### config.mk
export PLATFORM = sky130hd
export DESIGN_NAME = job_tx
export DESIGN_NICKNAME = d
export VERILOG_FILES = /design/src/rtl/aoc_uart_pkg.sv /design/src/rtl/resp_collect.sv /design/src/rtl/job_tx.sv
export SDC_FILE = /design/constraint.sdc
export NUM_CORES = 1
export LEC_CHECK = 0
export CELL_PAD_IN_SITES_DETAIL_PLACEMENT = 2
export CELL_PAD_IN_SITES_GLOBAL_PLACEMENT = 2
export CORE_MARGIN = 2
export CORE_UTILIZATION = 32
export CTS_CLUSTER_DIAMETER = 50
export DETAILED_ROUTE_END_ITERATION = 7
export GPL_TIMING_DRIVEN = 0
export PLACE_DENSITY_LB_ADDON = 0.08
export SYNTH_ARGS = -nofsm -noshare
export SYNTH_HDL_FRONTEND = slang
export SYNTH_HIERARCHICAL = 1
export SYNTH_SLANG_ARGS = --single-unit
### constraint.sdc
create_clock -name sysclk -period 3.63 [get_ports sysclk]
set_input_delay 1.089 -clock sysclk [delete_from_list [all_inputs] [get_ports sysclk]]
set_output_delay 1.089 -clock sysclk [all_outputs]
set_load 0.005 [all_outputs]
### src/rtl/aoc_uart_pkg.sv
// Shared constants, state encoding and helpers for the AoC UART job path.
// Imported by job_tx and resp_collect.
package aoc_uart_pkg;

    localparam logic [7:0] HDR_MAGIC    = 8'hAA;
    localparam int         RESULT_BYTES = 8;
    localparam int         HDR_BYTES    = 4;

    localparam int LINE_BYTES_MIN = 1;
    localparam int LINE_BYTES_MAX = 50;
    localparam int LINES_MIN      = 1;
    localparam int LINES_MAX      = 4095;
    localparam int DIGITS_MIN     = 1;
    localparam int DIGITS_MAX     = 15;

    localparam int I_IDLE  = 0;
    localparam int I_HDR   = 1;
    localparam int I_PACK  = 2;
    localparam int I_STRB  = 3;
    localparam int I_GUARD = 4;
    localparam int I_WAITB = 5;
    localparam int I_RESP  = 6;
    localparam int I_DONE  = 7;

    typedef enum logic [7:0] {
        S_IDLE  = 8'b0000_0001,
        S_HDR   = 8'b0000_0010,
        S_PACK  = 8'b0000_0100,
        S_STRB  = 8'b0000_1000,
        S_GUARD = 8'b0001_0000,
        S_WAITB = 8'b0010_0000,
        S_RESP  = 8'b0100_0000,
        S_DONE  = 8'b1000_0000
    } state_t;

    function automatic logic cfg_ok(
        logic [7:0]  lb,
        logic [11:0] ln,
        logic [3:0]  dg
    );
        return int'(lb) >= LINE_BYTES_MIN && int'(lb) <= LINE_BYTES_MAX
            && int'(ln) >= LINES_MIN && int'(ln) <= LINES_MAX
            && int'(dg) >= DIGITS_MIN && int'(dg) <= DIGITS_MAX;
    endfunction

    function automatic logic [7:0] hdr_byte(
        logic [7:0]  magic,
        logic [1:0]  idx,
        logic [7:0]  lb,
        logic [11:0] ln,
        logic [3:0]  dg
    );
        logic [7:0] b;
        case (idx)
            2'd0:    b = magic;
            2'd1:    b = lb;
            2'd2:    b = ln[11:4];
            default: b = {ln[3:0], dg};
        endcase
        return b;
    endfunction

    // Byte idx lands big-endian: idx 0 occupies bits 63:56.
    function automatic logic [63:0] put_byte(
        logic [63:0] r,
        logic [2:0]  idx,
        logic [7:0]  b
    );
        logic [63:0] o;
        o = r;
        o[{3'd7 - idx, 3'b000} +: 8] = b;
        return o;
    endfunction

endpackage

### src/rtl/resp_collect.sv
// Gathers the 8-byte accelerator response and flags a silent receiver.
// Always clears the UART receiver after a byte, even when not collecting.
module resp_collect
    import aoc_uart_pkg::*;
#(
    parameter logic [23:0] RESP_TIMEOUT = 24'd12_000_000
) (
    input  logic        sysclk,
    input  logic        reset,
    input  logic        enable,
    input  logic [7:0]  rx_value,
    input  logic        rx_recd,
    output logic [63:0] result,
    output logic        rx_reset,
    output logic        full,
    output logic        timeout
);

    logic [2:0]  cnt;
    logic [23:0] tmo;
    logic        enable_q;
    logic        take;
    logic [63:0] base;

    // A byte seen while the receiver is still being cleared is a repeat.
    assign take = rx_recd && !rx_reset;
    assign base = enable_q ? result : 64'd0;

    always_ff @(posedge sysclk) begin
        if (reset) begin
            result   <= 64'd0;
            rx_reset <= 1'b0;
            full     <= 1'b0;
            timeout  <= 1'b0;
            cnt      <= 3'd0;
            tmo      <= 24'd0;
            enable_q <= 1'b0;
        end else begin
            enable_q <= enable;
            rx_reset <= take;
            timeout  <= 1'b0;
            if (!enable) begin
                cnt  <= 3'd0;
                tmo  <= 24'd0;
                full <= 1'b0;
            end else if (!full && !timeout) begin
                if (take) begin
                    result <= put_byte(base, cnt, rx_value);
                    cnt    <= cnt + 3'd1;
                    full   <= (cnt == 3'(RESULT_BYTES - 1));
                    tmo    <= 24'd0;
                end else begin
                    if (!enable_q) begin
                        result <= 64'd0;
                    end
                    if (tmo == RESP_TIMEOUT - 24'd1) begin
                        timeout <= 1'b1;
                        tmo     <= 24'd0;
                    end else begin
                        tmo <= tmo + 24'd1;
                    end
                end
            end
        end
    end

endmodule

### src/rtl/job_tx.sv
// Streams a header plus packed BCD lines to the UART accelerator,
// then collects its 64-bit big-endian sum.
module job_tx
    import aoc_uart_pkg::*;
#(
    parameter logic [23:0] RESP_TIMEOUT = 24'd12_000_000,
    parameter logic [7:0]  HDR_MAGIC    = aoc_uart_pkg::HDR_MAGIC
) (
    input  logic        sysclk,
    input  logic        reset,
    input  logic        start,
    input  logic [7:0]  cfg_line_bytes,
    input  logic [11:0] cfg_lines,
    input  logic [3:0]  cfg_digits,
    input  logic        dig_valid,
    output logic        dig_ready,
    input  logic [3:0]  dig_data,
    output logic [7:0]  tx_data,
    output logic        tx_xmit,
    input  logic        tx_ready,
    input  logic [7:0]  rx_value,
    input  logic        rx_recd,
    output logic        rx_reset,
    output logic        busy,
    output logic [63:0] result,
    output logic        done,
    output logic        err
);

    state_t      state;
    logic [7:0]  lb_q;
    logic [11:0] ln_q;
    logic [3:0]  dg_q;
    logic [1:0]  hdr_idx;
    logic        in_hdr;
    logic        nib_lo;
    logic [7:0]  byte_cnt;
    logic [11:0] line_cnt;
    logic        full;
    logic        timeout;

    assign busy      = !state[I_IDLE];
    assign dig_ready = state[I_PACK];

    resp_collect #(
        .RESP_TIMEOUT(RESP_TIMEOUT)
    ) u_resp (
        .sysclk  (sysclk),
        .reset   (reset),
        .enable  (state[I_RESP]),
        .rx_value(rx_value),
        .rx_recd (rx_recd),
        .result  (result),
        .rx_reset(rx_reset),
        .full    (full),
        .timeout (timeout)
    );

    always_ff @(posedge sysclk) begin
        if (reset) begin
            state    <= S_IDLE;
            lb_q     <= 8'd0;
            ln_q     <= 12'd0;
            dg_q     <= 4'd0;
            hdr_idx  <= 2'd0;
            in_hdr   <= 1'b0;
            nib_lo   <= 1'b0;
            byte_cnt <= 8'd0;
            line_cnt <= 12'd0;
            tx_data  <= 8'd0;
            tx_xmit  <= 1'b0;
            done     <= 1'b0;
            err      <= 1'b0;
        end else begin
            done <= 1'b0;
            unique case (1'b1)
                state[I_IDLE]: begin
                    if (start) begin
                        if (cfg_ok(cfg_line_bytes, cfg_lines, cfg_digits)) begin
                            lb_q     <= cfg_line_bytes;
                            ln_q     <= cfg_lines;
                            dg_q     <= cfg_digits;
                            err      <= 1'b0;
                            byte_cnt <= 8'd0;
                            line_cnt <= 12'd0;
                            hdr_idx  <= 2'd0;
                            in_hdr   <= 1'b1;
                            nib_lo   <= 1'b0;
                            state    <= S_HDR;
                        end else begin
                            err <= 1'b1;
                        end
                    end
                end
                state[I_HDR]: begin
                    tx_data <= hdr_byte(HDR_MAGIC, hdr_idx, lb_q, ln_q, dg_q);
                    state   <= S_STRB;
                end
                state[I_PACK]: begin
                    if (dig_valid) begin
                        if (dig_data > 4'd9) begin
                            err <= 1'b1;
                        end
                        if (!nib_lo) begin
                            tx_data[7:4] <= dig_data;
                            nib_lo       <= 1'b1;
                        end else begin
                            tx_data[3:0] <= dig_data;
                            nib_lo       <= 1'b0;
                            state        <= S_STRB;
                        end
                    end
                end
                // Header and data bytes share this strobe/guard/wait path.
                state[I_STRB]: begin
                    if (tx_xmit) begin
                        tx_xmit <= 1'b0;
                        state   <= S_GUARD;
                    end else if (tx_ready) begin
                        tx_xmit <= 1'b1;
                    end
                end
                state[I_GUARD]: begin
                    state <= S_WAITB;
                end
                state[I_WAITB]: begin
                    if (tx_ready) begin
                        if (in_hdr) begin
                            if (hdr_idx == 2'(HDR_BYTES - 1)) begin
                                in_hdr <= 1'b0;
                                state  <= S_PACK;
                            end else begin
                                hdr_idx <= hdr_idx + 2'd1;
                                state   <= S_HDR;
                            end
                        end else if (byte_cnt == lb_q - 8'd1) begin
                            byte_cnt <= 8'd0;
                            if (line_cnt == ln_q - 12'd1) begin
                                state <= S_RESP;
                            end else begin
                                line_cnt <= line_cnt + 12'd1;
                                state    <= S_PACK;
                            end
                        end else begin
                            byte_cnt <= byte_cnt + 8'd1;
                            state    <= S_PACK;
                        end
                    end
                end
                state[I_RESP]: begin
                    if (full) begin
                        done  <= 1'b1;
                        state <= S_DONE;
                    end else if (timeout) begin
                        err   <= 1'b1;
                        done  <= 1'b1;
                        state <= S_IDLE;
                    end
                end
                state[I_DONE]: begin
                    state <= S_IDLE;
                end
                default: begin
                    state <= S_IDLE;
                end
            endcase
        end
    end

endmodule

### Yosys cells after proc, flatten, opt, wreduce, memory -nomap -nowiden

Index checks and enable logic that the tools add are counted.

| cells by class | value |
|---|---|
| add/subtract/negate cells | 9 |
| multipliers | 0 |
| divide/modulo/power cells | 0 |
| $lt $le $gt $ge | 5 |
| eq/ne operators | 21 |
| shifts and indexed selects | 2 |
| muxes and demuxes | 65 |
| bitwise gates (word level) | 2 |
| reductions and logical operators | 27 |

Operators with widths:

| cell | number |
|---|---|
| 2-to-1 mux 64 bit | 2 |
| 2-to-1 mux 12 bit | 6 |
| bitwise mux 64 bit | 1 |
| variable shift 8 x 8 -> 64 bit, first input constant | 1 |
| variable part select 8 x 8 -> 64 bit | 1 |
| 2-to-1 mux 7 bit | 8 |
| case mux 7 bit (7 select lines) | 1 |
| 2-to-1 mux 24 bit | 2 |
| 2-to-1 mux 8 bit | 6 |
| case mux 8 bit (2 select lines) | 2 |
| adder 24 x 1 -> 24 bit, second input constant | 1 |
| equality test 24 bit, second input constant | 1 |
| case mux 12 bit (2 select lines) | 1 |
| case mux 8 bit (3 select lines) | 1 |
| 2-to-1 mux 1 bit | 20 |
| inequality test 2 bit, second input constant | 8 |
| adder 12 x 1 -> 12 bit, second input constant | 1 |
| equality test 12 bit | 1 |
| >= comparator 12 x 1 -> 1 bit, second input constant | 1 |
| 2-to-1 mux 2 bit | 6 |
| 2-to-1 mux 4 bit | 3 |
| inequality test 2 x 1 -> 1 bit, second input constant | 6 |
| AND reduction 6 bit | 2 |
| subtractor 12 x 1 -> 12 bit, second input constant | 1 |
| other kinds (32) | 48 |

| storage, ports and cells | value |
|---|---|
| register bits | 161 |
| latch bits | 0 |
| memory bits (writable) | 0 |
| ROM bits | 0 |
| bits of input ports | 42 |
| output and inout port bits | 78 |
| logic and storage cells | 152 |
| memories kept | 0 |

### Longest topological paths before layout

| logic depth | value |
|---|---|
| depth in word-level cells | 7 |
| depth in mapped cells | 12 |
| mapped depth without buffers | 10 |

### Hierarchy

The synthesis kept the hierarchy.

Modules (own cells, without submodules):

| module | instances | cells an instance | area each (sq um) | sequential area each (sq um) |
|---|---|---|---|---|
| resp_collect | 1 | 468 | 3985.1 | 1901.8 |
| job_tx | 1 | 461 | 3741.1 | 1321.3 |

### Worst setup path after synthesis

OpenSTA, ideal clock, no wires.

| timing | value |
|---|---|
| kind | in2reg |
| start point | input port cfg_line_bytes[1] |
| end point | register line_cnt[6] |
| library setup time | 0.071 ns |
| arrival | 3.152 ns |
| data required time | 3.559 ns |
| slack | 0.407 ns |
| stages on the path | 8 |
| path buffers | 1 |
| cell sequence | a211o_1 > a2111oi_0 > a41oi_1 > nor2_1 > clkbuf_1 > nand3_1 > or3_1 > a21oi_1 |

| between the ends | value |
|---|---|
| longest elaborated chain between the ends | 6 |
| elaborated cells between the ends (all ways) | 7 |
| those cells by class | order compare (2); eq/ne (1); reduce/logical (4) |

Ends and longest elaborated chain:

| element | line | text |
|---|---|---|
| start, declared | job_tx.sv:12 | `input logic [7:0] cfg_line_bytes,` |
| >= comparator 8 x 1 -> 1 bit or <= comparator 8 x 6 -> 1 bit (tied branches) | aoc_uart_pkg.sv:41 | `return int'(lb) >= LINE_BYTES_MIN && int'(lb) <= LINE_BYTES_MAX` |
| logical AND 1 bit * | aoc_uart_pkg.sv:41 |  |
| logical AND 1 bit * | aoc_uart_pkg.sv:42 | `&& int'(ln) >= LINES_MIN && int'(ln) <= LINES_MAX` |
| logical AND 1 bit * | aoc_uart_pkg.sv:43 | `&& int'(dg) >= DIGITS_MIN && int'(dg) <= DIGITS_MAX;` |
| inequality test 2 x 1 -> 1 bit (no source line) * | n/a |  |
| AND reduction 7 bit (no source line) * | n/a |  |
| end signal, assigned | job_tx.sv:141 | `line_cnt <= line_cnt + 12'd1;` |
| end, declared | job_tx.sv:38 | `logic [11:0] line_cnt;` |

Every way passes the cells marked *; elsewhere a longest branch is shown, timed or not.
A chain may end at the register's enable or synchronous reset.

### Final worst setup path

| timing | value |
|---|---|
| start point | input port cfg_line_bytes[1] |
| end point | register line_cnt[0] |

Same word-level chain as after synthesis.

==> results.md <==
### Outcome
- result of the run: completed

### STA
- number of hold-slack violations in the final timing report: 0
- worst clock skew on the final layout: 14.61 ps
- Hold Worst Slack: 472.3 ps
- slew at the pin closest to its max-slew limit: 1244 ps
- minimum clock period: 3491 ps
- Final period util: 0.9618
- Setup violations, final: 0
- unrepaired setup endpoints after global routing: false
- count of pins over their slew limit: 0
- relative max-transition margin: 0.1627
- top achievable clock speed: 286.4 MHz

### CTS
- clock tree from TritonCTS: yes
- clock tree buffer depth: 2
- # H-tree levels: 4
- CTS Sinks: 161
- worst-skew pair later-pin latency: 430 ps
- number of CTS-inserted buffers: 17
- clock slew at the register clock pins of the worst setup and hold paths: 70 ps
- number of hold buffers added after CTS: 0
- CTS Root Cell: sky130_fd_sc_hd__clkbuf_16
- count of buffers added by post-CTS timing repair for setup: 0

### Finish
- area growth from synthesis to final layout: 27.66%
- antenna cell count: 0
- Total Nets Final: 1113
- Filler cells: 2717
- Design Area, Final: 9863 µm²
- area of the multi-input gates: 4180 µm²
- final core occ: 0.4177
- number of standard cells in the layout, taps in and fillers out: 1391
- Sequential cell area: 3223 µm²
- share of layout cells above drive strength 1: 0.07090
- most common library cell in the layout ignoring fill and taps: sky130_fd_sc_hd__dfxtp_1
- commonest cells after routing, fill and taps aside: sky130_fd_sc_hd__dfxtp_1 (161), sky130_fd_sc_hd__clkdlybuf4s50_1 (111), sky130_fd_sc_hd__nor2_1 (93)

### Worst setup path
- reg2reg setup slack: 550 ps
- series of cell instances along the critical path: clkdlybuf4s50_1 -> a211o_1 -> a2111oi_4 -> a41oi_2 -> or2_2 -> buf_2 -> or4_1 -> o22ai_1
- Critical Path RT: 3980 ps
- class of the most critical setup path: primary input to flop
- arrival time reported for the critical path endpoint: 3840 ps
- timing startpoint of the critical path: cfg_line_bytes[1]
- Worst R2R Start: ln_q[0]
- worst-path fanout max: 6
- Critical Path Source Type: primary input
- stage delay of the slowest cell on the critical path: 540 ps
- count of cells along the worst register-to-register path: 11
- type of destination of the critical path: flop
- endpoint of the worst-slack reg-to-reg timing path: line_cnt[4]
- crit path max-delay cell type: sky130_fd_sc_hd__or4_1

### Power
- Power Internal: 2.882 mW
- Power per Cell Area: 395.2 nW/µm²
- power share of the sequential group: 0.462
- maximum ir drop on the vdd rail: 0.0002968 V
- Clk network pwr share: 0.468
- total power: 3.898 mW
- Comb pwr share: 0.070
- leak pwr: 3.508 nW
- switching power total: 1.016 mW
- net switching fraction of the power: 0.2607

### Die
- die area: 25400 µm²
- initial cell density of the core: 0.3272
- Die Height: 159.4 µm
- Die Wd: 159.4 µm
- count of standard-cell rows: 56
- core region area: 23610 µm²
- IO Count: 120

### Hold path
- sink of the worst hold path: u_resp/result[34]
- min-delay src: u_resp/result[34]
- Hold/Removal Path Class: flop to flop
- number of cells traversed by the worst hold path: 2

### Route
- post-detailed-route via-to-cell ratio: 5.316
- count of unresolved DRC violations after routing: 0
- antenna viol nets, final: 0
- router iterations before antenna repair: 4
- total length of routed wires: 27.68 mm
- count of vias placed by the detailed router: 7395
- average wire per standard cell: 19.90 µm
- First DRT Iteration DRCs: 308

### Flow run
- total of max-cap violations: 0

### Global routing
- first-pass GRT wire length: 44.77 mm
- Overall Global Routing Usage: 0.2201
- global routing met1 resource utilization: 0.2697
- vias in the first global route: 8050
- global routing met3 resource utilization: 0.03308
- remaining global-route overflow: 0
- maximum number of pins on one net before global-route repair: 17
- met2 Track Usage GR: 0.4043
- antenna violations before repair: 0
- layer with the highest usage after global routing: met2

### Synth
- largest cells by area after synthesis: sky130_fd_sc_hd__dfxtp_1 (42%), sky130_fd_sc_hd__a21oi_1 (5.7%), sky130_fd_sc_hd__nor2_1 (4.6%)
- post-synthesis average cell area: 8.317 µm²
- number of synthesized flops with an enable pin: 0
- Synthesis Warnings: 6
- Yosys top cell by area: sky130_fd_sc_hd__dfxtp_1
- post-synthesis net count: 983
- number of distinct library cell variants in the gate-level netlist after synthesis: 75
- top flip-flop cell by instance count after synthesis: sky130_fd_sc_hd__dfxtp_1
- FFs w/ async S/R, synth: 0
- share of Yosys cell area claimed by the top area cell type: 0.4172
- Cells after Synth: 929
- number of synthesized register bits: 161
- sequential element share of the synthesized area: 0.4172
- netlist area before placement: 7726 µm²

### Place
- number of placed instances, taps included: 1359
- DPL Wire Length: 20.45 mm
- PortBufs: 111
- final weighted congestion of routability-driven global placement: 0.7589
- Cell Area, Placed: 9236 µm²

[cells in the mapped netlist, types with 13 or more instances]
cell type                  number
sky130_fd_sc_hd__a21oi_1       88
sky130_fd_sc_hd__a22o_1        18
sky130_fd_sc_hd__a31oi_1       14
sky130_fd_sc_hd__clkbuf_1      41
sky130_fd_sc_hd__dfxtp_1      161
sky130_fd_sc_hd__inv_1         18
sky130_fd_sc_hd__mux2i_1       29
sky130_fd_sc_hd__nand2_1       90
sky130_fd_sc_hd__nand3_1       67
sky130_fd_sc_hd__nand4_1       23
sky130_fd_sc_hd__nor2_1        94
sky130_fd_sc_hd__nor2b_1       13
sky130_fd_sc_hd__nor3_1        19
sky130_fd_sc_hd__o21ai_0       27
sky130_fd_sc_hd__or3_1         18
sky130_fd_sc_hd__xnor2_1       15
sky130_fd_sc_hd__xor2_1        22
[kinds of logic after synthesis]
family | synth area share
multiplexers | 0.03757
buffers and inverters | 0.04615
AND/OR/NAND/NOR | 0.2666
AO/OA/AOI/OAI | 0.1712
adder cells (fa/ha/maj) | 0.01943
flip-flops | 0.4172
XOR/XNOR | 0.04194
[area by class of cell]
type                            instances  area share
Timing Repair Buffer                  111      0.1126
Clock buffer                           18     0.04453
Inverter                               18    0.006850
Clock inverter                         14     0.01522
Sequential cell                       161      0.3268
Multi-Input combinational cell        687      0.4238
Tap cell                              319     0.04047
Buffer                                 63     0.02968
[what timing repair did]
item,in CTS,in global routing
setup endpoints to repair,40,21
gates resized for setup,8,1
pin swaps,0,1
[worst max-delay path, delay by kind of cell]
| kind | cells | cell delay (ps) |
|---|---|---|
| AO/OA/AOI/OAI | 4 | 1230 |
| AND/OR/NAND/NOR | 2 | 880 |
| buffers and inverters | 2 | 640 |
[sequential cells by signal, indices dropped and copies added, names as in the netlist, 2 cells and up]
register and count:
tx_data 8, state 7, u_resp/result 64, u_resp/cnt 3, lb_q 8, u_resp/tmo 24
ln_q 12, line_cnt 12, byte_cnt 8, dg_q 4, hdr_idx 2
[layer usage]
layer  share of wire  up-vias  wire (µm)
met5               0        -          0
met2            0.52      100      14350
met1            0.45     3679      12410
li1                -     3598          -
met3           0.020       18        564
met4           0.013        0        357
[through the flow]
step / setup TNS [ps] / setup WS [ps]
after floorplan: 0 / 407.3
after global placement: -26150 / -1001
after detailed placement: -27420 / -1068
after CTS: 0 / 52.74
after global routing: 0 / 2.200
final: 0 / 138.8
[power by group through the flow]
| stage | Combinational, mW | Sequential, mW | Clock [mW] |
|---|---|---|---|
| floorplan | 0.150 | 1.83 | 0 |
| global placement | 0.263 | 1.84 | 0 |
| detailed placement | 0.268 | 1.84 | 0 |
| CTS | 0.274 | 1.80 | 1.88 |
| global route | 0.299 | 1.80 | 1.96 |
| finish | 0.272 | 1.80 | 1.83 |
[worst max-delay path by stage]
stage / to / slack, ps / cells after the start
after floorplan: line_cnt[6] / 410 / 8
after global placement: line_cnt[10] / -1000 / 9
after detailed placement: line_cnt[10] / -1070 / 9
after CTS: byte_cnt[4] / 50 / 10
after global routing: line_cnt[0] / 2 / 8
final: line_cnt[0] / 140 / 8
Power figures use the tool's default switching activity.
